`config.mk`:
```
export PLATFORM = sky130hd
export DESIGN_NAME = alu_muldiv_seq_flat
export DESIGN_NICKNAME = d
export VERILOG_FILES = /design/src/rtl/alu_muldiv_seq_if.sv /design/src/rtl/alu_muldiv_seq.sv /design/src/flat_wrapper.sv
export SDC_FILE = /design/constraint.sdc
export NUM_CORES = 1
export LEC_CHECK = 0
export BUFFER_PORTS_ARGS = -buffer_cell sky130_fd_sc_hd__buf_2
export CORE_ASPECT_RATIO = 1.75
export CORE_MARGIN = 10
export CORE_UTILIZATION = 45
export CTS_CLUSTER_DIAMETER = 80
export CTS_CLUSTER_SIZE = 25
export DETAILED_ROUTE_END_ITERATION = 16
export PLACE_DENSITY = 0.82
export SLEW_MARGIN = 40
export SYNTH_ARGS = -nofsm -noshare
export SYNTH_HDL_FRONTEND = slang
export SYNTH_SLANG_ARGS = --single-unit
export TNS_END_PERCENT = 1
```
`constraint.sdc`:
```
create_clock -name clk -period 2.2 [get_ports clk]
set_input_delay 0.22 -clock clk [delete_from_list [all_inputs] [get_ports clk]]
set_output_delay 0.22 -clock clk [all_outputs]
set_load 0.02 [all_outputs]
```
`src/rtl/alu_muldiv_seq_if.sv`:
```
// Bundle between the MULTU/DIVU sequencer, the execute-stage command side and
// the shared ALU arbiter/datapath.
interface alu_muldiv_seq_if;
  logic        start;
  logic        op_div;
  logic [31:0] rs_val;
  logic [31:0] rt_val;
  logic        alu_req;
  logic        alu_gnt;
  logic [3:0]  alu_control;
  logic [31:0] alu_a;
  logic [31:0] alu_b;
  logic [4:0]  alu_shamt;
  logic [31:0] alu_result;
  logic        busy;
  logic        done;
  logic        div_by_zero;
  logic [31:0] hi;
  logic [31:0] lo;

  modport slave (
    input  start, op_div, rs_val, rt_val, alu_gnt, alu_result,
    output alu_req, alu_control, alu_a, alu_b, alu_shamt,
           busy, done, div_by_zero, hi, lo
  );

  modport master (
    output start, op_div, rs_val, rt_val, alu_gnt, alu_result,
    input  alu_req, alu_control, alu_a, alu_b, alu_shamt,
           busy, done, div_by_zero, hi, lo
  );
endinterface

```
`src/rtl/alu_muldiv_seq.sv`:
```
// MULTU/DIVU sequencer: shift-add multiply and restoring divide, one borrowed
// ALU add/subtract per iteration, results kept in HI/LO.
//
// state  | meaning
// S_IDLE | waiting for start; HI/LO/div_by_zero hold last result
// S_MUL  | shift-add iterations, ALU requested only when lo[0]=1
// S_DIV  | restoring-divide iterations, ALU requested every iteration
// S_DONE | one-cycle completion pulse
module alu_muldiv_seq #(
  parameter logic [3:0] ALU_ADD = 4'b0010,
  parameter logic [3:0] ALU_SUB = 4'b0110
) (
  input logic             clk,
  input logic             rst_n,
  alu_muldiv_seq_if.slave bus
);

  typedef enum logic [1:0] {S_IDLE, S_MUL, S_DIV, S_DONE} state_t;

  state_t      state, state_nxt;
  logic [31:0] hi_q, hi_nxt;
  logic [31:0] lo_q, lo_nxt;
  logic [31:0] opnd_q, opnd_nxt;
  logic [4:0]  cnt_q, cnt_nxt;
  logic        dbz_q, dbz_nxt;

  logic [31:0] div_r;
  logic        div_c;
  logic        carry;
  logic        ge;
  logic        iter_done;

  always_ff @(posedge clk or negedge rst_n) begin
    if (!rst_n) begin
      state  <= S_IDLE;
      hi_q   <= '0;
      lo_q   <= '0;
      opnd_q <= '0;
      cnt_q  <= '0;
      dbz_q  <= 1'b0;
    end else begin
      state  <= state_nxt;
      hi_q   <= hi_nxt;
      lo_q   <= lo_nxt;
      opnd_q <= opnd_nxt;
      cnt_q  <= cnt_nxt;
      dbz_q  <= dbz_nxt;
    end
  end

  always_comb begin
    state_nxt       = state;
    hi_nxt          = hi_q;
    lo_nxt          = lo_q;
    opnd_nxt        = opnd_q;
    cnt_nxt         = cnt_q;
    dbz_nxt         = dbz_q;
    iter_done       = 1'b0;
    bus.alu_req     = 1'b0;
    bus.alu_control = 4'b0000;
    bus.alu_a       = '0;
    bus.alu_b       = '0;

    // Carry/borrow recovered from unsigned compares so the ALU stays untouched.
    div_r = {hi_q[30:0], lo_q[31]};
    div_c = hi_q[31];
    carry = (bus.alu_result < hi_q);
    ge    = div_c | (bus.alu_result <= div_r);

    case (state)
      S_IDLE: begin
        if (bus.start) begin
          dbz_nxt = 1'b0;
          cnt_nxt = '0;
          if (!bus.op_div) begin
            state_nxt = S_MUL;
            hi_nxt    = '0;
            lo_nxt    = bus.rt_val;
            opnd_nxt  = bus.rs_val;
          end else if (bus.rt_val != 32'd0) begin
            state_nxt = S_DIV;
            hi_nxt    = '0;
            lo_nxt    = bus.rs_val;
            opnd_nxt  = bus.rt_val;
          end else begin
            state_nxt = S_DONE;
            hi_nxt    = bus.rs_val;
            lo_nxt    = 32'hFFFF_FFFF;
            dbz_nxt   = 1'b1;
          end
        end
      end

      S_MUL: begin
        if (lo_q[0]) begin
          bus.alu_req     = 1'b1;
          bus.alu_control = ALU_ADD;
          bus.alu_a       = hi_q;
          bus.alu_b       = opnd_q;
          if (bus.alu_gnt) begin
            hi_nxt    = {carry, bus.alu_result[31:1]};
            lo_nxt    = {bus.alu_result[0], lo_q[31:1]};
            iter_done = 1'b1;
          end
        end else begin
          hi_nxt    = {1'b0, hi_q[31:1]};
          lo_nxt    = {hi_q[0], lo_q[31:1]};
          iter_done = 1'b1;
        end
      end

      S_DIV: begin
        bus.alu_req     = 1'b1;
        bus.alu_control = ALU_SUB;
        bus.alu_a       = div_r;
        bus.alu_b       = opnd_q;
        if (bus.alu_gnt) begin
          hi_nxt    = ge ? bus.alu_result : div_r;
          lo_nxt    = {lo_q[30:0], ge};
          iter_done = 1'b1;
        end
      end

      S_DONE: state_nxt = S_IDLE;

      default: state_nxt = S_IDLE;
    endcase

    if (iter_done) begin
      cnt_nxt = cnt_q + 5'd1;
      if (cnt_q == 5'd31) state_nxt = S_DONE;
    end
  end

  assign bus.alu_shamt   = 5'd0;
  assign bus.busy        = (state == S_MUL) || (state == S_DIV);
  assign bus.done        = (state == S_DONE);
  assign bus.div_by_zero = dbz_q;
  assign bus.hi          = hi_q;
  assign bus.lo          = lo_q;

endmodule
```
`src/flat_wrapper.sv`:
```
// flat-port wrapper written by rule: the top's interface ports become plain ports
module alu_muldiv_seq_flat 
#(
  parameter logic [3:0] ALU_ADD = 4'b0010,
  parameter logic [3:0] ALU_SUB = 4'b0110
)
  (clk, rst_n, bus_start, bus_op_div, bus_rs_val, bus_rt_val, bus_alu_gnt, bus_alu_result, bus_alu_req, bus_alu_control, bus_alu_a, bus_alu_b, bus_alu_shamt, bus_busy, bus_done, bus_div_by_zero, bus_hi, bus_lo);
  alu_muldiv_seq_if bus_i ();
  input logic clk;
  input logic rst_n;
  input wire logic [$bits(bus_i.start)-1:0] bus_start;
  input wire logic [$bits(bus_i.op_div)-1:0] bus_op_div;
  input wire logic [$bits(bus_i.rs_val)-1:0] bus_rs_val;
  input wire logic [$bits(bus_i.rt_val)-1:0] bus_rt_val;
  input wire logic [$bits(bus_i.alu_gnt)-1:0] bus_alu_gnt;
  input wire logic [$bits(bus_i.alu_result)-1:0] bus_alu_result;
  output wire logic [$bits(bus_i.alu_req)-1:0] bus_alu_req;
  output wire logic [$bits(bus_i.alu_control)-1:0] bus_alu_control;
  output wire logic [$bits(bus_i.alu_a)-1:0] bus_alu_a;
  output wire logic [$bits(bus_i.alu_b)-1:0] bus_alu_b;
  output wire logic [$bits(bus_i.alu_shamt)-1:0] bus_alu_shamt;
  output wire logic [$bits(bus_i.busy)-1:0] bus_busy;
  output wire logic [$bits(bus_i.done)-1:0] bus_done;
  output wire logic [$bits(bus_i.div_by_zero)-1:0] bus_div_by_zero;
  output wire logic [$bits(bus_i.hi)-1:0] bus_hi;
  output wire logic [$bits(bus_i.lo)-1:0] bus_lo;
  assign bus_i.start = bus_start;
  assign bus_i.op_div = bus_op_div;
  assign bus_i.rs_val = bus_rs_val;
  assign bus_i.rt_val = bus_rt_val;
  assign bus_i.alu_gnt = bus_alu_gnt;
  assign bus_i.alu_result = bus_alu_result;
  assign bus_alu_req = bus_i.alu_req;
  assign bus_alu_control = bus_i.alu_control;
  assign bus_alu_a = bus_i.alu_a;
  assign bus_alu_b = bus_i.alu_b;
  assign bus_alu_shamt = bus_i.alu_shamt;
  assign bus_busy = bus_i.busy;
  assign bus_done = bus_i.done;
  assign bus_div_by_zero = bus_i.div_by_zero;
  assign bus_hi = bus_i.hi;
  assign bus_lo = bus_i.lo;
  alu_muldiv_seq #(.ALU_ADD(ALU_ADD), .ALU_SUB(ALU_SUB)) u_core (.clk(clk), .rst_n(rst_n), .bus(bus_i));
endmodule
```
==> results.ini <==
[outcome]
outcome = finished, violations left
violations = negative setup slack

[job]
max_cap_violations = 0

[critical_path]
maximum_fanout_count_along_the_critical_path = 8
critical_path.max_stage_delay_ns = 0.42
worstPathRequired_ns = 2.43
crit_path_start = u_core.bus.hi[8]
worstPathArrival_ns = 2.78
worstSetupEndpointType = flop
cp_cell_sequence = inv_2, ha_4, nand4_1, nor2_1, a221o_1, o31a_1, o21ai_4, buf_12, clkbuf_16, or2_0, nand3_1
setup.worst_path.class = reg2reg
slowest_stage = sky130_fd_sc_hd__dfrtp_2
worst-r2r-setup-slack_ns = -0.35
worst_r2r_startpoint = u_core.bus.hi[8]
critical_path.startpoint_type = flop

[timing]
rsz_0062_raised_after_global_routing = yes
clock-skew-final_ns = 0.01434
min_period_ns = 2.551
period_share_pct = 115.9
final.setup.tns_ns = -11.07
finalWorstSetupSlack_ns = -0.3508
timing_max_transition_violations_final = 0
finalHoldViolations = 0
timing.fmax_mhz = 392.0
timing.final.setup_violations = 90

[min_path]
hold_path_class = in2reg
holdCritStartpoint = bus_alu_result[3]

[finish]
layout-drive-gt1-share_pct = 34.51
nets = 1671
most_used_cells_in_the_layout_excluding_fill_and_tap_cells = 232 x sky130_fd_sc_hd__buf_2, 213 x sky130_fd_sc_hd__nand2_1, 150 x sky130_fd_sc_hd__buf_4
fin_cells = 1757
syn_to_layout_area_delta_pct = 35.90
most_common_cell_after_layout_fill_and_taps_aside = sky130_fd_sc_hd__buf_2

[logic_synthesis]
postSynthAreaPerCell_um2 = 8.021
synth-main-ff-cell = sky130_fd_sc_hd__dfrtp_1
synth_enable_flop_cells = 0
synth_seq_area_share_pct = 27.80
share_of_synthesized_registers_carrying_an_async_set_or_reset_pct = 100.0
synth.cell_area_mm2 = 0.009360
post_synth_inst_count = 1167
yosysUniqueCellTypes = 51
synth_seq_cells = 104
yosys_warnings = 0

[power_and_ir_drop]
leakage_nw = 6.022
clock_power_share_pct = 9.1
power.share.sequential_pct = 19.4
power.ir.vdd_worst_mv = 0.7302
p_int_mw = 9.034
sw_share_pct = 49.85
switchingPower_mw = 8.978
p_comb_share_pct = 71.5
total_power_mw = 18.01
power.density_mw_per_mm2 = 1416

[routing]
dr.pass1.iters = 5
ant_nets = 0
route.detailed.vias_per_inst = 6.116
detail_route.iter0.violations = 1134
routed_wl_um = 37220
via_count = 10750
post-route-drc-count = 0
detail_route.wl_per_cell_um = 21.19

[clocking]
cts_buffers = 9
numClockSinks = 104
clk_path_buf_depth = 2
skew_pair_late_insertion_delay_ns = 0.37
tritoncts = built
clock-root-buffer = sky130_fd_sc_hd__clkbuf_16
clk_transition_reported_paths_ns = 0.08
cts_htree_levels = 3

[global_routing]
antenna_violations_before_repair = 7
grt_pass1_vias = 10610
global_route_wire_length_before_repair_um = 55070
largest_net_degree_at_the_start_of_global_routing = 70
globalRoute.totalOverflow = 0
grt_use_total_pct = 25.20

[floorplan]
starting_density_of_the_core_pct = 45.94
die_area_mm2 = 0.02720
die_height_um = 210.8
floorplan.die.width_um = 129.0
placementRows = 69
core_area_mm2 = 0.02037
floorplan.io_pins = 242

[place]
placedCellCount = 1720
post-place-ws_ns = -0.3931
dpl.hpwl_um = 26780
final_replace_weighted_congestion = 0.9189
buffer_ports.inserted = 234

==> path summary, 6_finish.rpt <==
kind / endpoint / cells past startpoint
worst max-delay path: u_core.bus.hi[29] / 11
worst min-delay path: u_core.bus.hi[3] / 3
worst max register to register: u_core.bus.hi[29] / 11
worst min register to register: u_core.opnd_q[15] / 2
max in group asynchronous: u_core.bus.hi[7] / 3
min in group asynchronous: u_core.bus.hi[9] / 2
==> Yosys cell counts (2+ instances only) <==
| cell type | count | area [um^2] |
|---|---|---|
| sky130_fd_sc_hd__nand2_1 | 215 | 807.0 |
| sky130_fd_sc_hd__o21ai_0 | 112 | 560.5 |
| sky130_fd_sc_hd__dfrtp_1 | 104 | 2603 |
| sky130_fd_sc_hd__mux2i_1 | 95 | 950.9 |
| sky130_fd_sc_hd__nand3_1 | 74 | 370.4 |
| sky130_fd_sc_hd__ha_1 | 71 | 888.4 |
| sky130_fd_sc_hd__nor2b_1 | 67 | 419.2 |
| sky130_fd_sc_hd__clkbuf_1 | 64 | 240.2 |
| sky130_fd_sc_hd__nand4_1 | 42 | 262.8 |
| sky130_fd_sc_hd__inv_1 | 40 | 150.1 |
| sky130_fd_sc_hd__and2_1 | 35 | 219.0 |
| sky130_fd_sc_hd__a22oi_1 | 34 | 255.2 |
| sky130_fd_sc_hd__a32o_1 | 31 | 310.3 |
| sky130_fd_sc_hd__or2_0 | 30 | 187.7 |
| sky130_fd_sc_hd__o211ai_2 | 28 | 350.3 |
| sky130_fd_sc_hd__a21oi_1 | 23 | 115.1 |
| sky130_fd_sc_hd__buf_2 | 13 | 65.06 |
| sky130_fd_sc_hd__nor2_1 | 11 | 41.29 |
| sky130_fd_sc_hd__nor4_1 | 10 | 62.56 |
| sky130_fd_sc_hd__buf_1 | 8 | 30.03 |
| sky130_fd_sc_hd__buf_4 | 8 | 60.06 |
| sky130_fd_sc_hd__o211ai_1 | 8 | 60.06 |
| sky130_fd_sc_hd__a211oi_1 | 4 | 30.03 |
| sky130_fd_sc_hd__a21o_1 | 4 | 30.03 |
| sky130_fd_sc_hd__buf_6 | 4 | 45.04 |
| sky130_fd_sc_hd__nor3_1 | 4 | 20.02 |
| sky130_fd_sc_hd__a41oi_1 | 2 | 17.52 |
| sky130_fd_sc_hd__nor3b_1 | 2 | 15.01 |
| sky130_fd_sc_hd__o311ai_0 | 2 | 17.52 |
==> kinds of logic after synthesis <==
kind of cell	synth area share (%)
adders and majority gates	9.491
xor gates and xnor gates	0.09359
DFF	27.80
other	0.04006
and+or+nand+nor	26.31
muxes	10.16
buffers and inverters	6.309
AOI/OAI and AO/OA	19.80
==> per-stage QoR <==
step	cell area (um^2)	hold slack (ns)	util, %
2_1_floorplan	9448	-0.07559	-
3_3_place_gp	11910	0.08894	58.44
3_5_place_dp	11910	0.09035	58.47
4_1_cts	12440	0.1597	61.06
5_1_grt	12720	0.1795	62.44
6_report	12720	0.1682	62.44
==> layer usage <==
metal / part of all wire (%) / global-route usage (%)
met1: 36 / 27.73
met2: 51 / 44.91
met3: 6.8 / 3.618
met4: 5.7 / 14.30
met5: 0.078 / 0
==> final cells by class <==
type	instances	area (um^2)
Antenna cell	5	12.51
Clock buffer	11	252.7
Sequential cell	104	2618
Tap cell	248	310.3
Fill cell	1661	7654
Multi-Input combinational cell	933	6507
Inverter	40	150.1
Timing Repair Buffer	411	2839
Clock inverter	5	31.28
==> registers in the layout (all words and copies together) (netlist names) <==
register / flops
u_core.bus.hi: 32
u_core.bus.lo: 32
u_core.opnd_q: 32
u_core.cnt_q: 5
u_core.state: 2
u_core.bus.div_by_zero: 1
==> power by group through the flow <==
stage	Sequential [mW]	Clock, mW	Combinational (mW)
5_1_grt	3.60	1.70	13.8
6_report	3.50	1.64	12.9
4_1_cts	3.48	1.63	12.1
3_5_place_dp	3.50	0	11.6
2_1_floorplan	4.19	0	6.34
3_3_place_gp	3.47	0	11.2
==> repair_timing <==
| item | in CTS | in global routing |
|---|---|---|
| hold buffers | 1 | 0 |
| hold endpoints to repair | 12 | 0 |
| cloned | 3 | 3 |
| pin swaps | 33 | 27 |
| setup buffers | 2 | 7 |
| setup endpoints to repair | 100 | 100 |
| resized for setup | 40 | 27 |
==> worst max-delay path, delay by kind of cell (launching register included) <==
family	cells	cell delay, ns
flip-flops	1	0.42
AND/OR/NAND/NOR	4	0.53
AO/OA/AOI/OAI	3	0.85
buffers and inverters	3	0.41
adder cells (fa/ha/maj)	1	0.20
Power figures use the tool's default switching activity.
